### src/rtl/bcd_disp_pkg.sv
// Shared types and constants for the BCD 7-segment scan display: scan states,
// active-high segment patterns {g,f,e,d,c,b,a}, digit indices and small helpers.
package bcd_disp_pkg;

  typedef enum logic [1:0] {
    S_ONES = 2'd0,
    S_TENS = 2'd1,
    S_HUND = 2'd2
  } scan_state_t;

  localparam logic [6:0] SEG_0    = 7'h3F;
  localparam logic [6:0] SEG_1    = 7'h06;
  localparam logic [6:0] SEG_2    = 7'h5B;
  localparam logic [6:0] SEG_3    = 7'h4F;
  localparam logic [6:0] SEG_4    = 7'h66;
  localparam logic [6:0] SEG_5    = 7'h6D;
  localparam logic [6:0] SEG_6    = 7'h7D;
  localparam logic [6:0] SEG_7    = 7'h07;
  localparam logic [6:0] SEG_8    = 7'h7F;
  localparam logic [6:0] SEG_9    = 7'h6F;
  localparam logic [6:0] SEG_DASH = 7'h40;
  localparam logic [6:0] SEG_OFF  = 7'h00;

  localparam int DIG_ONES = 0;
  localparam int DIG_TENS = 1;
  localparam int DIG_HUND = 2;

  function automatic logic is_bcd(input logic [3:0] code);
    return (code <= 4'd9);
  endfunction

  // Active-low anode pattern that enables only the digit owned by a scan state.
  function automatic logic [2:0] anode_for(input scan_state_t st);
    logic [2:0] an_v;
    an_v = 3'b111;
    case (st)
      S_ONES:  an_v[DIG_ONES] = 1'b0;
      S_TENS:  an_v[DIG_TENS] = 1'b0;
      S_HUND:  an_v[DIG_HUND] = 1'b0;
      default: an_v = 3'b111;
    endcase
    return an_v;
  endfunction

endpackage

### src/rtl/bcd_to_seg7.sv
// Combinational 4-bit code to active-high 7-segment pattern {g..a};
// codes above 9 render as a dash. Output polarity is handled by the caller.
module bcd_to_seg7
  import bcd_disp_pkg::*;
(
  input  logic [3:0] i_code,
  output logic [6:0] o_seg
);

  // Code-to-pattern lookup.
  always_comb begin
    o_seg = SEG_DASH;
    case (i_code)
      4'd0:    o_seg = SEG_0;
      4'd1:    o_seg = SEG_1;
      4'd2:    o_seg = SEG_2;
      4'd3:    o_seg = SEG_3;
      4'd4:    o_seg = SEG_4;
      4'd5:    o_seg = SEG_5;
      4'd6:    o_seg = SEG_6;
      4'd7:    o_seg = SEG_7;
      4'd8:    o_seg = SEG_8;
      4'd9:    o_seg = SEG_9;
      default: o_seg = SEG_DASH;
    endcase
  end

endmodule

### src/rtl/bcd_seg_scan.sv
// Tear-free 3-digit multiplexed common-anode 7-segment driver with per-slot blanking.
// Optional macro LEADING_ZERO_BLANK_EN suppresses leading zeros on hundreds/tens.
module bcd_seg_scan
  import bcd_disp_pkg::*;
#(
  parameter int REFRESH_DIV    = 1000,
  parameter int BLANK_CYCLES   = 16,
  parameter int SEG_ACTIVE_LOW = 1
) (
  input  logic       clk,
  input  logic       rst_n,
  input  logic       bcd_valid,
  input  logic [3:0] bcd_ones,
  input  logic [3:0] bcd_tens,
  input  logic [3:0] bcd_hund,
  output logic [6:0] seg,
  output logic [2:0] an,
  output logic       frame_done,
  output logic       digit_err
);

  localparam int               CNT_W     = $clog2(REFRESH_DIV);
  localparam logic [CNT_W-1:0] CNT_MAX   = CNT_W'(REFRESH_DIV - 1);
  localparam logic [CNT_W-1:0] BLANK_END = CNT_W'(BLANK_CYCLES);
  localparam logic             SEG_INV   = (SEG_ACTIVE_LOW != 0);
  localparam logic [6:0]       SEG_IDLE  = SEG_INV ? ~SEG_OFF : SEG_OFF;

  scan_state_t      r_state;
  logic [CNT_W-1:0] r_cnt;
  logic [3:0]       r_disp_ones;
  logic [3:0]       r_disp_tens;
  logic [3:0]       r_disp_hund;
  logic [3:0]       r_pend_ones;
  logic [3:0]       r_pend_tens;
  logic [3:0]       r_pend_hund;
  logic             r_pend_flag;
  logic [6:0]       r_seg;
  logic [2:0]       r_an;
  logic             r_frame_done;
  logic             r_digit_err;

  logic [3:0]       w_digit;
  logic [6:0]       w_pat;
  logic             w_in_blank;
  logic             w_blank_lead;
  logic             w_frame_end;
  logic [6:0]       w_seg_next;
  logic [2:0]       w_an_next;
  logic             w_load_en;
  logic [3:0]       w_load_ones;
  logic [3:0]       w_load_tens;
  logic [3:0]       w_load_hund;
  logic             w_load_ok;
  logic             w_err_set;

  bcd_to_seg7 u_seg7 (
    .i_code (w_digit),
    .o_seg  (w_pat)
  );

  assign w_in_blank  = (r_cnt < BLANK_END);
  assign w_frame_end = (r_state == S_HUND) && (r_cnt == CNT_MAX);

  // Digit owned by the current slot, and whether it is a suppressed leading zero.
  always_comb begin
    w_digit      = r_disp_ones;
    w_blank_lead = 1'b0;
    case (r_state)
      S_ONES:  w_digit = r_disp_ones;
      S_TENS:  w_digit = r_disp_tens;
      S_HUND:  w_digit = r_disp_hund;
      default: w_digit = r_disp_ones;
    endcase
`ifdef LEADING_ZERO_BLANK_EN
    case (r_state)
      S_HUND:  w_blank_lead = (r_disp_hund == 4'd0);
      S_TENS:  w_blank_lead = (r_disp_hund == 4'd0) && (r_disp_tens == 4'd0);
      default: w_blank_lead = 1'b0;
    endcase
`else
    w_blank_lead = 1'b0;
`endif
  end

  // Next segment/anode values; the anode stays asserted for a suppressed zero.
  always_comb begin
    w_seg_next = SEG_IDLE;
    w_an_next  = 3'b111;
    if (w_in_blank) begin
      w_seg_next = SEG_IDLE;
      w_an_next  = 3'b111;
    end else begin
      w_an_next = anode_for(r_state);
      if (w_blank_lead) begin
        w_seg_next = SEG_IDLE;
      end else if (SEG_INV) begin
        w_seg_next = ~w_pat;
      end else begin
        w_seg_next = w_pat;
      end
    end
  end

  // Frame-end load source: a same-cycle strobe overrides the pending copy.
  always_comb begin
    w_load_en = w_frame_end && (bcd_valid || r_pend_flag);
    if (bcd_valid) begin
      w_load_ones = bcd_ones;
      w_load_tens = bcd_tens;
      w_load_hund = bcd_hund;
    end else begin
      w_load_ones = r_pend_ones;
      w_load_tens = r_pend_tens;
      w_load_hund = r_pend_hund;
    end
    w_load_ok = w_load_en && is_bcd(w_load_ones) && is_bcd(w_load_tens)
                && is_bcd(w_load_hund);
    w_err_set = (r_cnt == BLANK_END) && !is_bcd(w_digit);
  end

  // Scan FSM, slot counter and registered display outputs.
  always_ff @(posedge clk or negedge rst_n) begin
    if (!rst_n) begin
      r_state      <= S_ONES;
      r_cnt        <= '0;
      r_seg        <= SEG_IDLE;
      r_an         <= 3'b111;
      r_frame_done <= 1'b0;
    end else begin
      r_seg        <= w_seg_next;
      r_an         <= w_an_next;
      r_frame_done <= w_frame_end;
      if (r_cnt == CNT_MAX) begin
        r_cnt <= '0;
        case (r_state)
          S_ONES:  r_state <= S_TENS;
          S_TENS:  r_state <= S_HUND;
          S_HUND:  r_state <= S_ONES;
          default: r_state <= S_ONES;
        endcase
      end else begin
        r_cnt <= r_cnt + CNT_W'(1);
      end
    end
  end

  // Pending capture, frame-boundary display update and sticky digit error.
  always_ff @(posedge clk or negedge rst_n) begin
    if (!rst_n) begin
      r_pend_ones <= 4'd0;
      r_pend_tens <= 4'd0;
      r_pend_hund <= 4'd0;
      r_pend_flag <= 1'b0;
      r_disp_ones <= 4'd0;
      r_disp_tens <= 4'd0;
      r_disp_hund <= 4'd0;
      r_digit_err <= 1'b0;
    end else begin
      if (w_frame_end) begin
        if (w_load_en) begin
          r_disp_ones <= w_load_ones;
          r_disp_tens <= w_load_tens;
          r_disp_hund <= w_load_hund;
        end
        r_pend_flag <= 1'b0;
      end else if (bcd_valid) begin
        r_pend_ones <= bcd_ones;
        r_pend_tens <= bcd_tens;
        r_pend_hund <= bcd_hund;
        r_pend_flag <= 1'b1;
      end
      // A bad digit still on screen wins over a same-cycle clean reload.
      if (w_err_set) begin
        r_digit_err <= 1'b1;
      end else if (w_load_ok) begin
        r_digit_err <= 1'b0;
      end
    end
  end

  assign seg        = r_seg;
  assign an         = r_an;
  assign frame_done = r_frame_done;
  assign digit_err  = r_digit_err;

endmodule

### config.mk
export PLATFORM = sky130hd
export DESIGN_NAME = bcd_seg_scan
export DESIGN_NICKNAME = d
export VERILOG_FILES = /design/src/rtl/bcd_disp_pkg.sv /design/src/rtl/bcd_to_seg7.sv /design/src/rtl/bcd_seg_scan.sv
export SDC_FILE = /design/constraint.sdc
export NUM_CORES = 1
export LEC_CHECK = 0
export ABC_AREA = 1
export BUFFER_PORTS_ARGS = -buffer_cell sky130_fd_sc_hd__buf_2
export CAP_MARGIN = 15
export CORE_UTILIZATION = 35
export DETAILED_ROUTE_END_ITERATION = 12
export PLACE_DENSITY = 0.58
export RECOVER_POWER = 50
export SLEW_MARGIN = 30
export SYNTH_ARGS = -nofsm -noshare
export SYNTH_HDL_FRONTEND = slang
export SYNTH_SLANG_ARGS = --single-unit
### constraint.sdc
create_clock -name clk -period 3.1 [get_ports clk]
set_clock_uncertainty 0.05 [all_clocks]
set_input_delay 0.31 -clock clk [delete_from_list [all_inputs] [get_ports clk]]
set_output_delay 0.31 -clock clk [all_outputs]
set_load 0.01 [all_outputs]
==> impl.org <==
** Global routing
- Maximum number of pins on one net before global-route repair :: 33
- The first global-routing pass estimated 8.62 mm of wire.
- Congestion Overflow GR :: 0
- Global routing used between 10% and 20% of the available tracks.
- Number of global-route vias before repair :: between 1500 and 2000
- The number of antenna violations at the first check in global routing is 0.

** Routing
- Detailed-route via count :: 1902
- The detail route stage leaves a number of antenna-violating nets equal to 0.
- Dividing the detail-routed wire length by the instance count gives ~11 um.
- DRT iter0 DRCs :: 66
- In the routed layout, each cell is associated on average with a via count of about 4.5.
- Number of iterations in the first detailed-routing pass :: 4
- Total wirelength of the detailed-routed design :: between 4 and 5 mm
- After detailed routing, the number of remaining DRC violations is 0.

** Worst hold path
- Counting instances, the worst hold path has a depth of 3.
- Worst min-delay path class :: in2reg

** Placement
- Timing analysis after detailed placement gives a worst setup slack of 1.05 ns.
- Placed wire-length estimate :: roughly 3.4 mm
- Global placement routability congestion :: between 0.7 and 0.8
- Input and output buffers added on the ports amount to 26.

** Synth
- In this run the mean area of a mapped cell was around 8.4 um2.
- Post-synth top area cell :: sky130_fd_sc_hd__dfrtp_1
- Distinct cell type count of the synthesized netlist :: 29
- Instance count of the mapped netlist :: between 200 and 300
- Post-Syn Nets :: about 320
- During synthesis, Yosys emitted a total of 0 warnings.
- Register bit total from synthesis :: 49
- Cell types occupying the most area after synthesis :: sky130_fd_sc_hd__dfrtp_1 39%, sky130_fd_sc_hd__nand2_1 13%, sky130_fd_sc_hd__dfstp_2 10%, sky130_fd_sc_hd__inv_1 5.2%, sky130_fd_sc_hd__ha_1 5.0%
- Seq/Total Area, Yosys :: around half
- After synthesis, the largest area contributor takes up between 30% and 40% of total cell area.
- The cell area that synthesis handed to floorplanning was between 2000 and 3000 um2.

** Power and ir drop
- Cell Pwr Density :: around 450 nW/um2
- Static Leakage :: 1.38 nW
- The worst-case IR drop observed on VDD is 0.189 mV.

** STA
- Setup violators final :: 0
- Setup repair after global routing missed its margin :: no
- The hold violation total from the final report is 0.
- Summed negative setup slack over all endpoints :: 0 ns
- Shortest period the worst path allows :: 2.11 ns
- Fmax :: around 470 MHz
- The worst path uses about two thirds of the clock period.
- Post-route worst setup slack :: between 0.9 and 1 ns
- Transition time of the tightest slew-check pin :: approximately 1.7 ns
- In this run the tightest slew margin relative to its limit is -12.0%.
- The count of final max-slew check failures is 33.

** CTS
- The clock passes through at most 2 buffers.
- At the later pin of the worst-skew pair, clock insertion delay measures about 0.3 ns.
- Number of buffers inserted by post-CTS setup repair :: 0
- TritonCTS built the clock tree.
- # resized after CTS :: 0
- TritonCTS sink count :: between 40 and 50
- Clock-pin slew was measured on the worst setup and hold paths at around 0.090 ns.
- Clock buffer count from CTS :: 5
- Clock tree synthesis selected as its root buffer the cell sky130_fd_sc_hd__clkbuf_8.
- Number of buffers inserted for hold repair after clock tree synthesis :: 0
- The clock tree synthesis step divided the H-tree into 2 levels.

** Layout
- Leaving out fill and tap cells, the most frequent cell in the layout is sky130_fd_sc_hd__nand2_1.
- Fraction of layout cells with a size suffix above 1 :: 21.4%
- Final antenna diode count :: 0
- The final layout contains 351 nets.
- Signed area change from the synthesized netlist to the final layout :: 11.8%
- Most used cells in the layout excluding fill and tap cells :: 91 x sky130_fd_sc_hd__nand2_1, 39 x sky130_fd_sc_hd__dfrtp_1, 35 x sky130_fd_sc_hd__inv_1, 23 x sky130_fd_sc_hd__buf_2, 22 x sky130_fd_sc_hd__nor2_1

** Setup path
- For the worst setup path, the data required time is between 3 and 4 ns.
- The worst setup path is of the reg2reg kind.
- Arrival time of the worst setup path :: ~2.3 ns
- In this run the worst path has a maximum fanout of 8.
- STA classifies the critical path startpoint as a flop.
- The number of cells on the worst reg-to-reg path is 11.
- Kind of end point of the critical path :: flop

** Die
- The floorplan step defined a core boundary enclosing roughly 7000 um2.
- In this run the core area contains 30 standard-cell rows.
- The floorplan step set the die width to 86.8 um.
- 27 I/O pins were placed.
- Die Ht :: 86.8 um
- Initial core utilization :: a little over a third
- Die ar. :: between 7000 and 8000 um2

** Status
- Result of the run :: finished, violations left
- The checks that failed: capacitance limit, slew limit.

** Job
- Max capacitance violation total :: 1
## routing by layer
layer	GRT usage [%]	vias up	routed length, um
met5	0	-	0
met4	4.70	0	51
met3	3.43	7	153
met2	23.1	36	2080
met1	19.3	876	2340
li1	-	983	-
## metrics by stage
step / power, mW / cell area (um2) / instances / hold slack [ns] / util (%)
final: 1.27 / 2810 / 423 / 0.247 / 41.0
after CTS: 1.29 / 2820 / 423 / 0.0233 / 41.1
after global placement: 0.839 / 2720 / 415 / 0.358 / 39.6
after global routing: 1.34 / 2810 / 423 / 0.254 / 41.0
after floorplan: 0.790 / 2520 / 298 / -0.0356 / -
after detailed placement: 0.842 / 2720 / 415 / 0.363 / 39.6
## state kept, by name (all words and copies together) (netlist names)
| name | cells |
|---|---|
| r_disp_ones | 4 |
| r_pend_tens | 4 |
| an | 3 |
| seg | 7 |
| frame_done | 1 |
| digit_err | 1 |
| r_disp_hund | 4 |
| r_cnt | 10 |
| r_disp_tens | 4 |
| r_state | 2 |
| r_pend_ones | 4 |
| r_pend_hund | 4 |
| r_pend_flag | 1 |
## worst max-delay path: stages (launching register included)
cell and delay [ns]:
sky130_fd_sc_hd__dfrtp_1 0.40, sky130_fd_sc_hd__inv_1 0.10, sky130_fd_sc_hd__ha_1 0.39, sky130_fd_sc_hd__or2_2 0.35, sky130_fd_sc_hd__o21ai_4 0.10, sky130_fd_sc_hd__inv_1 0.09
sky130_fd_sc_hd__ha_1 0.23, sky130_fd_sc_hd__nor2_1 0.11, sky130_fd_sc_hd__nand2_1 0.06, sky130_fd_sc_hd__nand2_1 0.05, sky130_fd_sc_hd__nand2_1 0.05, sky130_fd_sc_hd__nand2_1 0.07
## final timing paths
path                                start              to  slack (ns)
setup / recovery               r_state[0]          seg[3]        0.99
hold / removal                bcd_ones[0]  r_pend_ones[0]        0.25
setup reg to reg               r_state[0]          seg[3]        0.99
hold reg to reg            r_pend_ones[3]  r_pend_ones[3]        0.44
max in group asynchronous           rst_n  r_disp_tens[0]        1.02
min in group asynchronous           rst_n        r_cnt[7]        0.38
## power by group
group / switching (mW) / internal, mW
combinational: 0.0825 / 0.0475
clock: 0.203 / 0.238
sequential: 0.0154 / 0.680
total: 0.300 / 0.966
## synthesized netlist by cell type
cell type	count
sky130_fd_sc_hd__nor2_1	22
sky130_fd_sc_hd__a21oi_2	8
sky130_fd_sc_hd__nand2_2	5
sky130_fd_sc_hd__dfstp_2	10
sky130_fd_sc_hd__buf_4	1
sky130_fd_sc_hd__nand2_1	90
sky130_fd_sc_hd__buf_12	1
sky130_fd_sc_hd__buf_2	3
sky130_fd_sc_hd__dfrtp_1	39
sky130_fd_sc_hd__nor3_1	4
sky130_fd_sc_hd__nor2_2	7
sky130_fd_sc_hd__clkbuf_8	1
sky130_fd_sc_hd__a21oi_1	10
sky130_fd_sc_hd__or2_2	2
sky130_fd_sc_hd__nor4_1	1
sky130_fd_sc_hd__o21ai_4	1
sky130_fd_sc_hd__o21ai_1	6
sky130_fd_sc_hd__ha_1	10
sky130_fd_sc_hd__a31oi_1	1
sky130_fd_sc_hd__nand4_4	1
sky130_fd_sc_hd__nor2_4	2
sky130_fd_sc_hd__nand3_1	11
sky130_fd_sc_hd__inv_2	3
sky130_fd_sc_hd__inv_1	35
sky130_fd_sc_hd__xor2_1	1
sky130_fd_sc_hd__or2_1	1
sky130_fd_sc_hd__o21ai_2	2
sky130_fd_sc_hd__o21ai_0	19
sky130_fd_sc_hd__nor2_8	1
## logic make-up after synthesis
| group | count (synthesis) | share of synthesized area (%) |
|---|---|---|
| adders and majority gates | 10 | 4.97 |
| and+or+nand+nor | 147 | 26.2 |
| AOI/OAI and AO/OA | 47 | 11.3 |
| DFF | 49 | 49.2 |
| xor gates and xnor gates | 1 | 0.348 |
| buffers and inverters | 44 | 7.91 |
## layout make-up
class                           count  area, um2
Clock inverter                      2       33.8
Inverter                           38        143
Sequential cell                    49       1240
Timing Repair Buffer               27        130
Fill cell                         686       4060
Clock buffer                        6       72.6
Tap cell                           96        120
Multi-Input combinational cell    205       1080
Power figures use the tool's default switching activity.
